<file path="config.mk">
export PLATFORM = sky130hd
export DESIGN_NAME = credits_scroll_ctrl
export DESIGN_NICKNAME = d
export VERILOG_FILES = /design/src/rtl/credits_scroll_ctrl.sv
export SDC_FILE = /design/constraint.sdc
export NUM_CORES = 1
export LEC_CHECK = 0
export ABC_AREA = 1
export BUFFER_PORTS_ARGS = -buffer_cell sky130_fd_sc_hd__buf_4
export CAP_MARGIN = 20
export CORE_MARGIN = 10
export CORE_UTILIZATION = 40
export DETAILED_ROUTE_END_ITERATION = 8
export GPL_ROUTABILITY_DRIVEN = 1
export PLACE_DENSITY = 0.56
export SYNTH_ARGS = -nofsm -noshare
export SYNTH_HDL_FRONTEND = slang
export SYNTH_SLANG_ARGS = --single-unit
export TNS_END_PERCENT = 50
</file>
<file path="constraint.sdc">
create_clock -name clk -period 2.65 [get_ports clk]
set_clock_uncertainty 0.1 [all_clocks]
set_input_delay 0.53 -clock clk [delete_from_list [all_inputs] [get_ports clk]]
set_output_delay 0.53 -clock clk [all_outputs]
set_load 0.05 [all_outputs]
</file>
<file path="src/rtl/credits_scroll_ctrl.sv">
// credits_scroll_ctrl
//   Scrolls a 128x96 px text box (16 cols x 6 rows of 8x16 glyphs) up the
//   screen. It scrolls in from START_Y to HOLD_Y, holds for HOLD_FRAMES
//   frames, then scrolls out until the box top reaches -96. It also produces
//   per-pixel character ROM and glyph coordinates for the box.
// Ports
//   clk, rst            : clock, async active-high reset
//   start, abort        : one-cycle sequence begin / cancel requests
//   frame_tick          : one-cycle pulse per video frame
//   video_on            : visible-area flag
//   pixel_x, pixel_y    : current raster position
//   char_xy             : {1'b0, row[2:0], col[3:0]} (1 clk latency)
//   font_row, font_col  : glyph scanline / pixel column (1 clk latency)
//   text_on             : pixel is inside the visible box (1 clk latency)
//   busy, done          : not idle / completion pulse
module credits_scroll_ctrl #(
  parameter int X0          = 256,
  parameter int START_Y     = 480,
  parameter int HOLD_Y      = 192,
  parameter int SPEED_DIV   = 2,
  parameter int HOLD_FRAMES = 180
) (
  input  logic       clk,
  input  logic       rst,
  input  logic       start,
  input  logic       abort,
  input  logic       frame_tick,
  input  logic       video_on,
  input  logic [9:0] pixel_x,
  input  logic [9:0] pixel_y,
  output logic [7:0] char_xy,
  output logic [3:0] font_row,
  output logic [2:0] font_col,
  output logic       text_on,
  output logic       busy,
  output logic       done
);

  typedef enum logic [2:0] {
    S_IDLE, S_SCROLL_IN, S_HOLD, S_SCROLL_OUT, S_FINISH
  } state_t;

  localparam logic signed [10:0] START_TOP = 11'(START_Y);
  localparam logic signed [10:0] HOLD_TOP  = 11'(HOLD_Y);
  localparam logic signed [10:0] END_TOP   = -11'sd96;
  localparam logic signed [10:0] X0_S      = 11'(X0);
  localparam logic [3:0]         STEP_LAST = 4'(SPEED_DIV - 1);
  localparam logic [9:0]         HOLD_LAST = 10'(HOLD_FRAMES - 1);

  state_t             state_q, state_d;
  logic signed [10:0] top_q, top_d, top_dec;
  logic [3:0]         step_q, step_d;
  logic [9:0]         hold_q, hold_d;
  logic               step_hit;

  logic [7:0]         char_xy_q, char_xy_d;
  logic [3:0]         font_row_q, font_row_d;
  logic [2:0]         font_col_q, font_col_d;
  logic               text_on_q, text_on_d;
  logic               busy_q, busy_d;
  logic               done_q, done_d;

  logic signed [10:0] rel_x, rel_y;
  logic               inwin, scrolling;

  // Sequencer
  always_comb begin
    state_d  = state_q;
    top_d    = top_q;
    step_d   = step_q;
    hold_d   = hold_q;
    top_dec  = top_q - 11'sd1;
    step_hit = frame_tick && (step_q == STEP_LAST);
    if (abort && state_q != S_IDLE) begin
      // abort wins over any frame_tick work in the same cycle
      state_d = S_IDLE;
    end else begin
      unique case (state_q)
        S_IDLE: if (start && !abort) begin
          state_d = S_SCROLL_IN;
          top_d   = START_TOP;
          step_d  = '0;
          hold_d  = '0;
        end
        S_SCROLL_IN: if (frame_tick) begin
          if (step_hit) begin
            step_d = '0;
            top_d  = top_dec;
            if (top_dec == HOLD_TOP) begin
              state_d = S_HOLD;
              hold_d  = '0;
            end
          end else begin
            step_d = step_q + 4'd1;
          end
        end
        S_HOLD: if (frame_tick) begin
          if (hold_q == HOLD_LAST) begin
            state_d = S_SCROLL_OUT;
            step_d  = '0;
          end else begin
            hold_d = hold_q + 10'd1;
          end
        end
        S_SCROLL_OUT: if (frame_tick) begin
          if (step_hit) begin
            step_d = '0;
            top_d  = top_dec;
            if (top_dec == END_TOP) state_d = S_FINISH;
          end else begin
            step_d = step_q + 4'd1;
          end
        end
        S_FINISH: state_d = S_IDLE;
        default:  state_d = S_IDLE;
      endcase
    end
  end

  // Pixel geometry; box rows above/below the screen simply fail the window
  // test, so partial visibility needs no special handling.
  always_comb begin
    rel_x     = signed'({1'b0, pixel_x}) - X0_S;
    rel_y     = signed'({1'b0, pixel_y}) - top_q;
    inwin     = (rel_x >= 11'sd0) && (rel_x <= 11'sd127) &&
                (rel_y >= 11'sd0) && (rel_y <= 11'sd95);
    scrolling = (state_q == S_SCROLL_IN) || (state_q == S_HOLD) ||
                (state_q == S_SCROLL_OUT);
    char_xy_d  = inwin ? {1'b0, rel_y[6:4], rel_x[6:3]} : 8'd0;
    font_row_d = inwin ? rel_y[3:0] : 4'd0;
    font_col_d = inwin ? rel_x[2:0] : 3'd0;
    text_on_d  = inwin && video_on && scrolling;
    // Decoded from the next state so done coincides with the FINISH cycle.
    busy_d     = (state_d != S_IDLE);
    done_d     = (state_d == S_FINISH);
  end

  always_ff @(posedge clk or posedge rst) begin
    if (rst) begin
      state_q    <= S_IDLE;
      top_q      <= START_TOP;
      step_q     <= '0;
      hold_q     <= '0;
      char_xy_q  <= '0;
      font_row_q <= '0;
      font_col_q <= '0;
      text_on_q  <= 1'b0;
      busy_q     <= 1'b0;
      done_q     <= 1'b0;
    end else begin
      state_q    <= state_d;
      top_q      <= top_d;
      step_q     <= step_d;
      hold_q     <= hold_d;
      char_xy_q  <= char_xy_d;
      font_row_q <= font_row_d;
      font_col_q <= font_col_d;
      text_on_q  <= text_on_d;
      busy_q     <= busy_d;
      done_q     <= done_d;
    end
  end

  assign char_xy  = char_xy_q;
  assign font_row = font_row_q;
  assign font_col = font_col_q;
  assign text_on  = text_on_q;
  assign busy     = busy_q;
  assign done     = done_q;

endmodule

</file>
# Word level (Yosys, flattened, before mapping)
# Index checks and enable logic that the tools add are counted.
word_totals:
  ramBits: 0
  word_cells: 89
  regBits: 45
  n_memories: 0
  out_inout_bits: 18
  romBits: 0
  inputBits: 26
  latchBits: 0
classes:
  eq_ne: 17
  div: 0
  n_addsub: 5
  n_reduce_logical: 21
  order_cmp: 4
  bitwise_logic: 1
  multipliers: 0
  mux: 31
  shift: 0
op_table:
  columns: ["op", "n"]
  rows:
  - ["two-way mux 10 bit", 6]
  - ["two-way mux 11 bit", 3]
  - ["two-way mux 3 bit", 11]
  - ["case mux 10 bit (3 select lines)", 1]
  - ["two-way mux 4 bit", 6]
  - ["greater-or-equal comparator 11 x 1 -> 1 bit, second input constant", 2]
  - ["less-or-equal comparator 11 x 8 -> 1 bit, second input constant", 2]
  - ["case mux 11 bit (2 select lines)", 1]
  - ["!= test 2 bit, second input constant", 7]
  - ["case mux 3 bit (4 select lines)", 1]
  - ["case mux 4 bit (3 select lines)", 1]
  - ["nonzero test 3 bit", 4]
  - ["equality test 11 x 8 -> 1 bit, second input constant", 1]
  - ["equality test 11 x 9 -> 1 bit, second input constant", 1]
  - ["subtractor 10 x 9 -> 11 bit, second input constant", 1]
  - ["subtractor 11 bit", 1]
  - ["subtractor 11 x 2 -> 11 bit, second input constant", 1]
  - ["adder 10 x 1 -> 10 bit, second input constant", 1]
  - ["equality test 10 x 8 -> 1 bit, second input constant", 1]
  - ["logical AND 1 bit", 8]
  - ["AND reduction 8 bit", 1]
  - ["two-way mux 7 bit", 1]
  - ["equality test 3 x 2 -> 1 bit, second input constant", 2]
  - ["AND reduction 6 bit", 1]
  - ["12 further kinds", 14]

# Logic depth before layout (Yosys ltp)
# Gate-level depths: netlist of the first run.
depth:
  depth_word: 8
  ltp_mapped: 15
  ltp_nobuf: 15

# Worst setup path before layout of the first run
# Ideal clock, no wire load.
synth_path:
  kind: "input-to-reg"
  start: "input pixel_y[0]"
  end: "register char_xy_q[4] (netlist: char_xy[4])"
  setup_ps: 120
  required_ps: 2430
  arrival_time_ps: 2028
  n_path_buf: 1
  slack_ps: 402
  cell_stages: 14
  path_cell_list: "inv_1 ha_1 fa_1 inv_1 nand4_1 nand3_2 nand3_1 nand2_1 nand2_1 nand2_1 nor2_1 nand2_1 buf_6 nor2_1"
synth_between:
  elab_chain_len: 5
  elab_cells_between_ends: 6
  classes_between: "add/sub: 1; order compare: 2; mux: 1; reduce/logical: 2"
synth_lines:
  columns: ["element", "line", "text"]
  rows:
  - ["start, declared", "30", "input logic [9:0] pixel_y,"]
  - ["subtractor 11 bit (*)", "124", "rel_y = signed'({1'b0, pixel_y}) - top_q;"]
  - ["greater-or-equal comparator 11 x 1 -> 1 bit", "126", "(rel_y >= 11'sd0) && (rel_y <= 11'sd95);"]
  - ["logical AND 1 bit", "125", "inwin = (rel_x >= 11'sd0) && (rel_x <= 11'sd127) &&"]
  - ["logical AND 1 bit", "126", null]
  - ["two-way mux 7 bit (*)", "129", "char_xy_d = inwin ? {1'b0, rel_y[6:4], rel_x[6:3]} : 8'd0;"]
  - ["via char_xy_d[4]", "56", "logic [7:0] char_xy_q, char_xy_d;"]
  - ["end signal, assigned", "155", "char_xy_q <= char_xy_d;"]
  - ["end, declared", "56", null]
# The timed path passes the listed nets; every way through them passes the cells marked *.
# A chain may end at the register's enable or synchronous reset.

# Final worst setup path of the first run
layout_path:
  start: "register top_q[7]"
  end: "register char_xy_q[5] (netlist: char_xy[5])"
layout_between:
  elab_chain_len: 5
  elab_cells_between_ends: 6
  classes_between: "add/sub: 1; order compare: 2; mux: 1; reduce/logical: 2"
layout_lines:
  columns: ["element", "line", "text"]
  rows:
  - ["start, declared", "51", "logic signed [10:0] top_q, top_d, top_dec;"]
  - ["start signal, assigned", "152", "top_q <= top_d;"]
  - ["subtractor 11 bit (*)", "124", null]
  - ["greater-or-equal comparator 11 x 1 -> 1 bit", "126", null]
  - ["logical AND 1 bit", "125", null]
  - ["logical AND 1 bit (*)", "126", null]
  - ["two-way mux 7 bit (*)", "129", null]
  - ["via char_xy_d[5]", "56", null]
# Marks and branches as above.

==> impl_metrics.env, run 1 <==
export IMPL_multi_input_area_mm2=0.001592
export IMPL_clock_sinks=45
export IMPL_syn_cell_area_mm2=0.003018
export IMPL_die_height_um=106.9
export IMPL_cellLeakagePower_nw=1.926
export IMPL_die_w_um=106.9
export IMPL_ys_types=38
export IMPL_first_global_vias=2545
export IMPL_fin_crit_sh_pct=86.22
export IMPL_finalCriticalPeriod_ps=2285
export IMPL_yosysWarnings=0
export IMPL_via_count=2677
export IMPL_crit_slowest_cell="dfstp_2"
export IMPL_final_common_cell="nand2_1"
export IMPL_postCtsSetupBuffers=0
export IMPL_synthArstFlopShare_pct=100.0
export IMPL_max_cap_violations=0
export IMPL_worst_path_dominant_cell_family="flip-flops"
export IMPL_synthCells=423
export IMPL_layout_nets=515
export IMPL_total_power_mw=2.491
export IMPL_fill_cells=773
export IMPL_r2r_start="top_q[7]"
export IMPL_drtPass1Iterations=4
export IMPL_path_buf_inv=3
export IMPL_drcViolationCount=0
export IMPL_tightest_slew_ps=569.3
export IMPL_r2r_end="char_xy[5]"
export IMPL_status="finished clean"
export IMPL_seq_power_share_pct=34.8
export IMPL_wl_um=7062
export IMPL_reg2reg_depth=11
export IMPL_clock_power_share_pct=17.3
export IMPL_start_kind="register"
export IMPL_hpwl_um=5712
export IMPL_crit_path_end_kind="register"
export IMPL_rsz0062_at_grt="false"
export IMPL_slew_violations=0
export IMPL_final_setup_tns_ps=0
export IMPL_crit_end="char_xy[5]"
export IMPL_overflow=0
export IMPL_required_ps=2770
export IMPL_grt_usage_pct=12.69
export IMPL_synth_edf_count=0
export IMPL_vdd_drop_max_v=0.0003982
export IMPL_ctsHoldBuffers=0
export IMPL_io_buffers=42
export IMPL_start_util_pct=41.39
export IMPL_setup_viol=0
export IMPL_cts_tree="built"
export IMPL_fmax_mhz=437.7
export IMPL_combPwrFrac_pct=47.9
export IMPL_grt_first_pass_wirelength_um=12070
export IMPL_ys_seq_area_share_pct=37.48
export IMPL_gp_congestion=0.8400
export IMPL_critical_path_arrival_ps=2400
export IMPL_antenna_left=0
export IMPL_max_slew_margin_pct=62.05
export IMPL_layout_common_cells="105 x nand2_1, 64 x inv_1, 59 x nor2_1"
export IMPL_core_area_mm2=0.007292
export IMPL_antenna_found_initial=0
export IMPL_synth_ff_type="dfrtp_1"
export IMPL_worstPathCellList="inv_1 -> ha_1 -> inv_1 -> o21ai_1 -> inv_1 -> o21a_1 -> nand2_1 -> nand2_1 -> a21oi_1 -> nand2_2 -> nor2_1"
export IMPL_h_tree_depth=2
export IMPL_viasPerCell=4.688
export IMPL_synth_area_per_cell_um2=7.135
export IMPL_r2r_slack_ps=370
export IMPL_row_count=31
export IMPL_switchingPower_mw=1.116
export IMPL_drtIter0Drc=83
export IMPL_netSwitchingFraction_pct=44.81
export IMPL_clockBufferDepth=2
export IMPL_syn_to_final_growth_pct=17.37
export IMPL_synth_seq_cells=45
export IMPL_synth_nets=467
export IMPL_slowest_delay_ps=560
export IMPL_cts_clk_slew_worst_paths_ps=90
export IMPL_crit_fanout=15
export IMPL_power_density_mw_per_mm2=703.2
export IMPL_path_class="register to register"
export IMPL_drive_above_1_share_pct=16.95
export IMPL_root_buffer="clkbuf_8"
export IMPL_startpoint="top_q[7]"
export IMPL_insertedDiodeCount=0
export IMPL_grt_max_degree=46
export IMPL_crit_path_frequent_cell="inv_1"
export IMPL_seq_area_mm2=0.001131
export IMPL_die_area_mm2=0.01142
export IMPL_cts_buffers_inserted=5
export IMPL_hold_violations=0
export IMPL_postCtsResizedCells=0
export IMPL_boundaryPins=44
export IMPL_clk_latency_ps=300
export IMPL_path_depth=11
export IMPL_hold_path_class="input pin to async pin"
export IMPL_wl_per_cell_um=12.37
export IMPL_internal_power_mw=1.375
[how the worst min path moves through the flow]
stage / slack [ps] / endpoint
finish: 260 / hold_q[5]
global route: 300 / font_row[0]
CTS: 290 / font_row[0]
detailed placement: 400 / hold_q[9]
global placement: 390 / hold_q[9]
floorplan: 370 / hold_q[9]
[tightest hold or removal path, cell delays in order]
cell and delay (ps):
buf_4 110, inv_2 30, buf_4 460
[layer usage]
metal	up-vias	share of wire, %	track usage (%)
met1	1212	49	16.80
met5	-	0	0
met2	38	46	19.97
li1	1422	-	-
met4	0	0.99	3.385
met3	5	4.0	3.293
[Yosys cell counts, drive strengths merged, types with 4 or more instances]
| library cell | n | share of area [%] |
|---|---|---|
| o21ai | 11 | 1.9 |
| nor3 | 10 | 1.8 |
| dfrtp | 41 | 34 |
| nand4 | 9 | 1.9 |
| nand2 | 110 | 14 |
| nor2 | 65 | 8.9 |
| xor2 | 10 | 2.9 |
| dfstp | 4 | 3.5 |
| ha | 17 | 7.0 |
| a21oi | 12 | 2.0 |
| buf | 4 | 1.2 |
| inv | 69 | 8.6 |
| nand3 | 37 | 6.3 |
[power by group through the flow]
stage	clock, mW	combinational (mW)	sequential (mW)
5_1_grt	0.484	1.39	0.881
2_1_floorplan	0	0.912	0.878
6_report	0.431	1.19	0.867
3_3_place_gp	0	1.19	0.880
4_1_cts	0.453	1.20	0.866
3_5_place_dp	0	1.20	0.880
[state kept, by name, indices dropped and copies added, names as in the netlist]
signal and flops:
busy 1, font_col 3, text_on 1, state_q 3, step_q 4, hold_q 10, top_q 11, font_row 4
done 1, char_xy 7
[logic make-up after synthesis]
| logic type | after synthesis | share of synthesized area, % |
|---|---|---|
| other | 1 | 0.1243 |
| AO/OA/AOI/OAI | 35 | 6.799 |
| flip-flops | 45 | 37.48 |
| XOR/XNOR | 12 | 3.483 |
| buffers and inverters | 74 | 9.867 |
| AND/OR/NAND/NOR | 238 | 34.54 |
| adder cells (fa/ha/maj) | 18 | 7.711 |
[metrics by stage]
step / hold WS, ps / std cells / setup slack [ps] / util, % / cell area (um^2)
after floorplan: 374.8 / 423 / 402.5 / - / 3018
after global placement: 394.5 / 563 / 119.2 / 47.29 / 3448
after detailed placement: 400.5 / 563 / 39.18 / 47.29 / 3448
after CTS: 291.4 / 571 / 208.5 / 48.54 / 3540
after global routing: 301.8 / 571 / 69.59 / 48.58 / 3542
final: 261.2 / 571 / 365.3 / 48.58 / 3542
[final cells by class]
type                    count  area share [%]
multi-input cells         304           44.93
flip-flops and latches     45           31.93
repair buffers             46           9.749
inverters                  69           7.312
well taps                  99           3.497
clock buffers               5           1.943
clock inverters             3          0.6358
Power figures use the tool's default switching activity.
==> inputs of run 2 (changes only) <==
--- a/config.mk
+++ b/config.mk
@@ -13,6 +13,8 @@
 export DETAILED_ROUTE_END_ITERATION = 8
 export GPL_ROUTABILITY_DRIVEN = 1
 export PLACE_DENSITY = 0.56
+export REMOVE_ABC_BUFFERS = 1
+export SKIP_LAST_GASP = 1
 export SYNTH_ARGS = -nofsm -noshare
 export SYNTH_HDL_FRONTEND = slang
 export SYNTH_SLANG_ARGS = --single-unit
==> impl_metrics.env, run 2 (same netlist as run 1, synthesis figures left out) <==
export IMPL_status="finished clean"
export IMPL_crit_slowest_cell="dfrtp_1"
export IMPL_fin_cells=572
export IMPL_cts_clk_slew_worst_paths_ps=90
export IMPL_cellLeakagePower_nw=1.930
export IMPL_layout_common_cells="106 x nand2_1, 64 x inv_1, 59 x nor2_1"
export IMPL_grt_max_degree=32
export IMPL_fin_crit_sh_pct=86.54
export IMPL_grt_busiest_layer="met2"
export IMPL_worst_path_dominant_cell_family="simple AND/OR/NAND/NOR gates"
export IMPL_hpwl_um=5642
export IMPL_ctsHoldBuffers=0
export IMPL_fmax_mhz=436.0
export IMPL_overflow=0
export IMPL_regMostFlops="top_q"
export IMPL_dpl_cell_area_mm2=0.003468
export IMPL_post_route_util_pct=48.80
export IMPL_cts_tree="built"
export IMPL_grt_use_met1_pct=15.35
export IMPL_wl_um=7097
export IMPL_h_tree_depth=2
export IMPL_path_buf_inv=2
export IMPL_gp_congestion=0.8377
export IMPL_required_ps=2790
export IMPL_cts_buffers_inserted=5
export IMPL_drtIter0Drc=98
export IMPL_antenna_found_initial=0
export IMPL_setup_viol=0
export IMPL_slew_violations=0
export IMPL_antenna_left=0
export IMPL_wl_per_cell_um=12.41
export IMPL_die_height_um=106.9
export IMPL_postCtsSetupBuffers=0
export IMPL_whs_ps=81.69
export IMPL_drcViolationCount=0
export IMPL_place_inst=564
export IMPL_boundaryPins=44
export IMPL_fill_cells=754
export IMPL_clockBufferDepth=2
export IMPL_core_area_mm2=0.007292
export IMPL_grt_use_met3_pct=3.054
export IMPL_finalCriticalPeriod_ps=2293
export IMPL_drive_above_1_share_pct=16.91
export IMPL_viasPerCell=4.740
export IMPL_grt_first_pass_wirelength_um=11950
export IMPL_final_setup_tns_ps=0
export IMPL_crit_path_end_kind="register"
export IMPL_max_cap_violations=0
export IMPL_place_ws_ps=183.2
export IMPL_largest_reg_flops=11
export IMPL_syn_to_final_growth_pct=17.91
export IMPL_total_power_mw=2.514
export IMPL_power_density_mw_per_mm2=706.5
export IMPL_hold_path_class="input pin to async pin"
export IMPL_clk_latency_ps=300
export IMPL_die_w_um=106.9
export IMPL_vdd_drop_max_v=0.0004418
export IMPL_die_area_mm2=0.01142
export IMPL_postCtsResizedCells=0
export IMPL_critical_path_arrival_ps=2430
export IMPL_start_kind="register"
export IMPL_hold_violations=0
export IMPL_grt_usage_pct=12.65
export IMPL_rsz0062_at_grt="false"
export IMPL_first_global_vias=2612
export IMPL_crit_fanout=15
export IMPL_final_setup_worst_slack_ps=356.6
export IMPL_path_class="register to register"
export IMPL_drtPass1Iterations=5
export IMPL_insertedDiodeCount=0
export IMPL_slowest_delay_ps=450
export IMPL_final_common_cell="nand2_1"
export IMPL_start_util_pct=41.39
export IMPL_root_buffer="clkbuf_8"
export IMPL_final_cell_area_mm2=0.003558
export IMPL_clock_sinks=45
export IMPL_use_met2_pct=21.64
export IMPL_via_count=2711
export IMPL_layout_nets=516
export IMPL_worstPathCellList="ha_1 -> fa_1 -> inv_1 -> nand4_1 -> nand3_2 -> nand3_1 -> nand3_1 -> nand2_1 -> nor2_1 -> nand2_1 -> buf_4 -> nor2_1"
export IMPL_row_count=31
export IMPL_io_buffers=42
==> run 2: cell count changes in the layout (fill, tap and decap cells not counted) <==
cell / previous run / this run
clkinvlp_4: 0 / 1
clkinv_4: 2 / 0
buf_12: 0 / 1
inv_6: 0 / 1
nand2_1: 105 / 106
nand2_2: 5 / 4
==> run 2: final cells by class <==
cell class / count / area [um^2] / area share [%]
multi-input combinational: 304 / 1589 / 44.66
tap: 99 / 123.9 / 3.481
sequential: 45 / 1131 / 31.79
timing repair buffer: 47 / 365.4 / 10.27
inverter: 69 / 259.0 / 7.278
clock inverter: 3 / 21.27 / 0.5978
clock buffer: 5 / 68.82 / 1.934
==> run 2: where the power goes <==
group          total, mW  internal [mW]  switching, mW  leakage, nW
clock              0.440          0.187          0.252       0.0445
sequential         0.866          0.781         0.0848        0.602
combinational       1.21          0.408          0.800         1.28
==> run 2: layer usage <==
metal | share of wire (%) | wire [um]
met3 | 4.9 | 346
met4 | 1.1 | 77
met1 | 46 | 3294
met2 | 48 | 3378
met5 | 0 | 0
==> run 2: final timing paths <==
| check | endpoint | start | slack (ps) | depth (start not counted) |
|---|---|---|---|---|
| min in group clk | done | abort | 320 | 2 |
| min reg2reg | hold_q[7] | hold_q[7] | 440 | 2 |
| max in group asynchronous | top_q[5] | rst | 1820 | 3 |
| max reg2reg | font_row[1] | top_q[0] | 360 | 12 |
| min | font_col[1] | rst | 80 | 2 |
| max | font_row[1] | top_q[0] | 360 | 12 |
==> inputs of run 3 (changes only) <==
==> constraint.sdc (replaced) <==
create_clock -name clk -period 2.28 [get_ports clk]
set_clock_uncertainty 0.1 [all_clocks]
set_input_delay 0.456 -clock clk [delete_from_list [all_inputs] [get_ports clk]]
set_output_delay 0.456 -clock clk [all_outputs]
set_load 0.05 [all_outputs]
==> impl_metrics.env, run 3 (same netlist as run 1, synthesis figures left out) <==
export IMPL_crit_fanout=7
export IMPL_status="finished clean"
export IMPL_cellLeakagePower_nw=2.037
export IMPL_fill_cells=736
export IMPL_clock_sinks=45
export IMPL_final_setup_worst_slack_ps=114.5
export IMPL_syn_to_final_growth_pct=28.40
export IMPL_die_height_um=106.9
export IMPL_insertedDiodeCount=0
export IMPL_r2r_slack_ps=110
export IMPL_power_density_mw_per_mm2=839.7
export IMPL_layout_nets=535
export IMPL_viasPerCell=4.804
export IMPL_path_class="register to register"
export IMPL_hold_path_class="input pin to async pin"
export IMPL_place_ws_ps=-102.2
export IMPL_cts_clk_slew_worst_paths_ps=100
export IMPL_final_common_cell="nand2_1"
export IMPL_boundaryPins=44
export IMPL_die_area_mm2=0.01142
export IMPL_setup_viol=0
export IMPL_via_count=2839
export IMPL_fmax_mhz=461.8
export IMPL_fin_cells=591
export IMPL_antenna_left=0
export IMPL_whs_ps=64.05
export IMPL_slew_violations=0
export IMPL_crit_slowest_cell="dfstp_2"
export IMPL_finalCriticalPeriod_ps=2165
export IMPL_max_cap_violations=0
export IMPL_gp_congestion=0.8422
export IMPL_grt_usage_pct=13.04
export IMPL_cts_buffers_inserted=5
export IMPL_slowest_delay_ps=570
export IMPL_cts_tree="built"
export IMPL_vdd_drop_max_v=0.0004465
export IMPL_clk_latency_ps=300
export IMPL_crit_path_end_kind="register"
export IMPL_final_cell_area_mm2=0.003875
export IMPL_regMostFlops="top_q"
export IMPL_die_w_um=106.9
export IMPL_drtIter0Drc=151
export IMPL_grt_first_pass_wirelength_um=12410
export IMPL_startpoint="top_q[7]"
export IMPL_critical_path_arrival_ps=2300
export IMPL_row_count=31
export IMPL_drive_above_1_share_pct=26.02
export IMPL_wl_um=7620
export IMPL_antenna_found_initial=0
export IMPL_core_area_mm2=0.007292
export IMPL_r2r_end="font_row[2]"
export IMPL_fin_crit_sh_pct=94.98
export IMPL_clockBufferDepth=2
export IMPL_required_ps=2420
export IMPL_drtPass1Iterations=4
export IMPL_io_buffers=42
export IMPL_r2r_start="top_q[7]"
export IMPL_start_util_pct=41.39
export IMPL_reg2reg_depth=12
export IMPL_drcViolationCount=0
export IMPL_first_global_vias=2693
export IMPL_place_inst=576
export IMPL_ctsHoldBuffers=0
export IMPL_layout_common_cells="104 x nand2_1, 63 x buf_4, 57 x inv_1"
export IMPL_overflow=0
export IMPL_root_buffer="clkbuf_8"
export IMPL_hpwl_um=5834
export IMPL_grt_max_degree=22
export IMPL_wl_per_cell_um=12.89
export IMPL_crit_end="font_row[2]"
export IMPL_largest_reg_flops=11
export IMPL_hold_violations=0
export IMPL_dpl_cell_area_mm2=0.003558
export IMPL_worstPathCellList="inv_2 -> ha_4 -> inv_1 -> o21ai_1 -> inv_1 -> o21a_1 -> nand2_1 -> nand2_1 -> a21oi_2 -> nand2_2 -> clkbuf_16 -> nor2_1"
export IMPL_h_tree_depth=2
export IMPL_start_kind="register"
[run 3: cell count changes in the layout (fill, tap and decap cells not counted), moves of 4 or more]
cell    previous run  this run
inv_2              5        11
ha_1              17         9
ha_4               0         7
inv_1             64        57
nor2_2             4         8
nor2_1            59        55
buf_4             46        63
[run 3: per-layer routing]
layer  share of wire [%]  wire (um)  vias up  track usage (%)
met5                   0          0        -                0
met3                 4.6        354        8            2.814
met2                  47       3599       54            22.17
met1                  47       3575     1308            16.25
li1                    -          -     1469                -
met4                 1.2         91        0            3.578
[run 3: through the flow]
step / power (mW) / setup TNS, ps / util (%)
global placement: 2.517 / -778.3 / 48.80
finish: 3.254 / 0 / 53.14
CTS: 3.083 / 0 / 50.24
global route: 3.538 / -546.5 / 53.14
detailed placement: 2.524 / -1392 / 48.80
floorplan: 2.054 / 0 / -
[run 3: cell type report]
| class | instances | area (um^2) | share of cell area [%] |
|---|---|---|---|
| tap | 99 | 123.9 | 3.197 |
| timing repair buffer | 66 | 529.3 | 13.66 |
| multi-input combinational | 304 | 1735 | 44.79 |
| clock inverter | 3 | 25.02 | 0.6458 |
| sequential | 45 | 1131 | 29.19 |
| inverter | 69 | 261.5 | 6.748 |
| clock buffer | 5 | 68.82 | 1.776 |
[run 3: timing repair]
| item | in CTS | in global routing |
|---|---|---|
| endpoints found under the setup margin | 2 | 29 |
| resized for setup | 1 | 35 |
| setup buffers | 1 | 5 |
| gates cloned | 0 | 1 |
| pin swaps | 0 | 8 |
[run 3: how the worst min path moves through the flow]
stage / from / to / depth (start not counted)
final: rst / hold_q[4] / 2
after global routing: rst / hold_q[4] / 2
after CTS: rst / hold_q[4] / 2
after detailed placement: hold_q[9] / hold_q[9] / 2
after global placement: hold_q[9] / hold_q[9] / 2
after floorplan: hold_q[9] / hold_q[9] / 2
[run 3: worst max-delay path, delay by kind of cell (launching register included)]
kind | cells | cell delay, ps
adder cells (fa/ha/maj) | 1 | 280
flip-flops | 1 | 570
AND/OR/NAND/NOR | 4 | 310
AO/OA/AOI/OAI | 3 | 430
buffers and inverters | 4 | 410
[run 3: power breakdown]
part	internal [mW]	leakage, nW	switching [mW]
combinational	0.687	1.39	1.04
clock	0.222	0.0447	0.307
sequential	0.908	0.602	0.0924
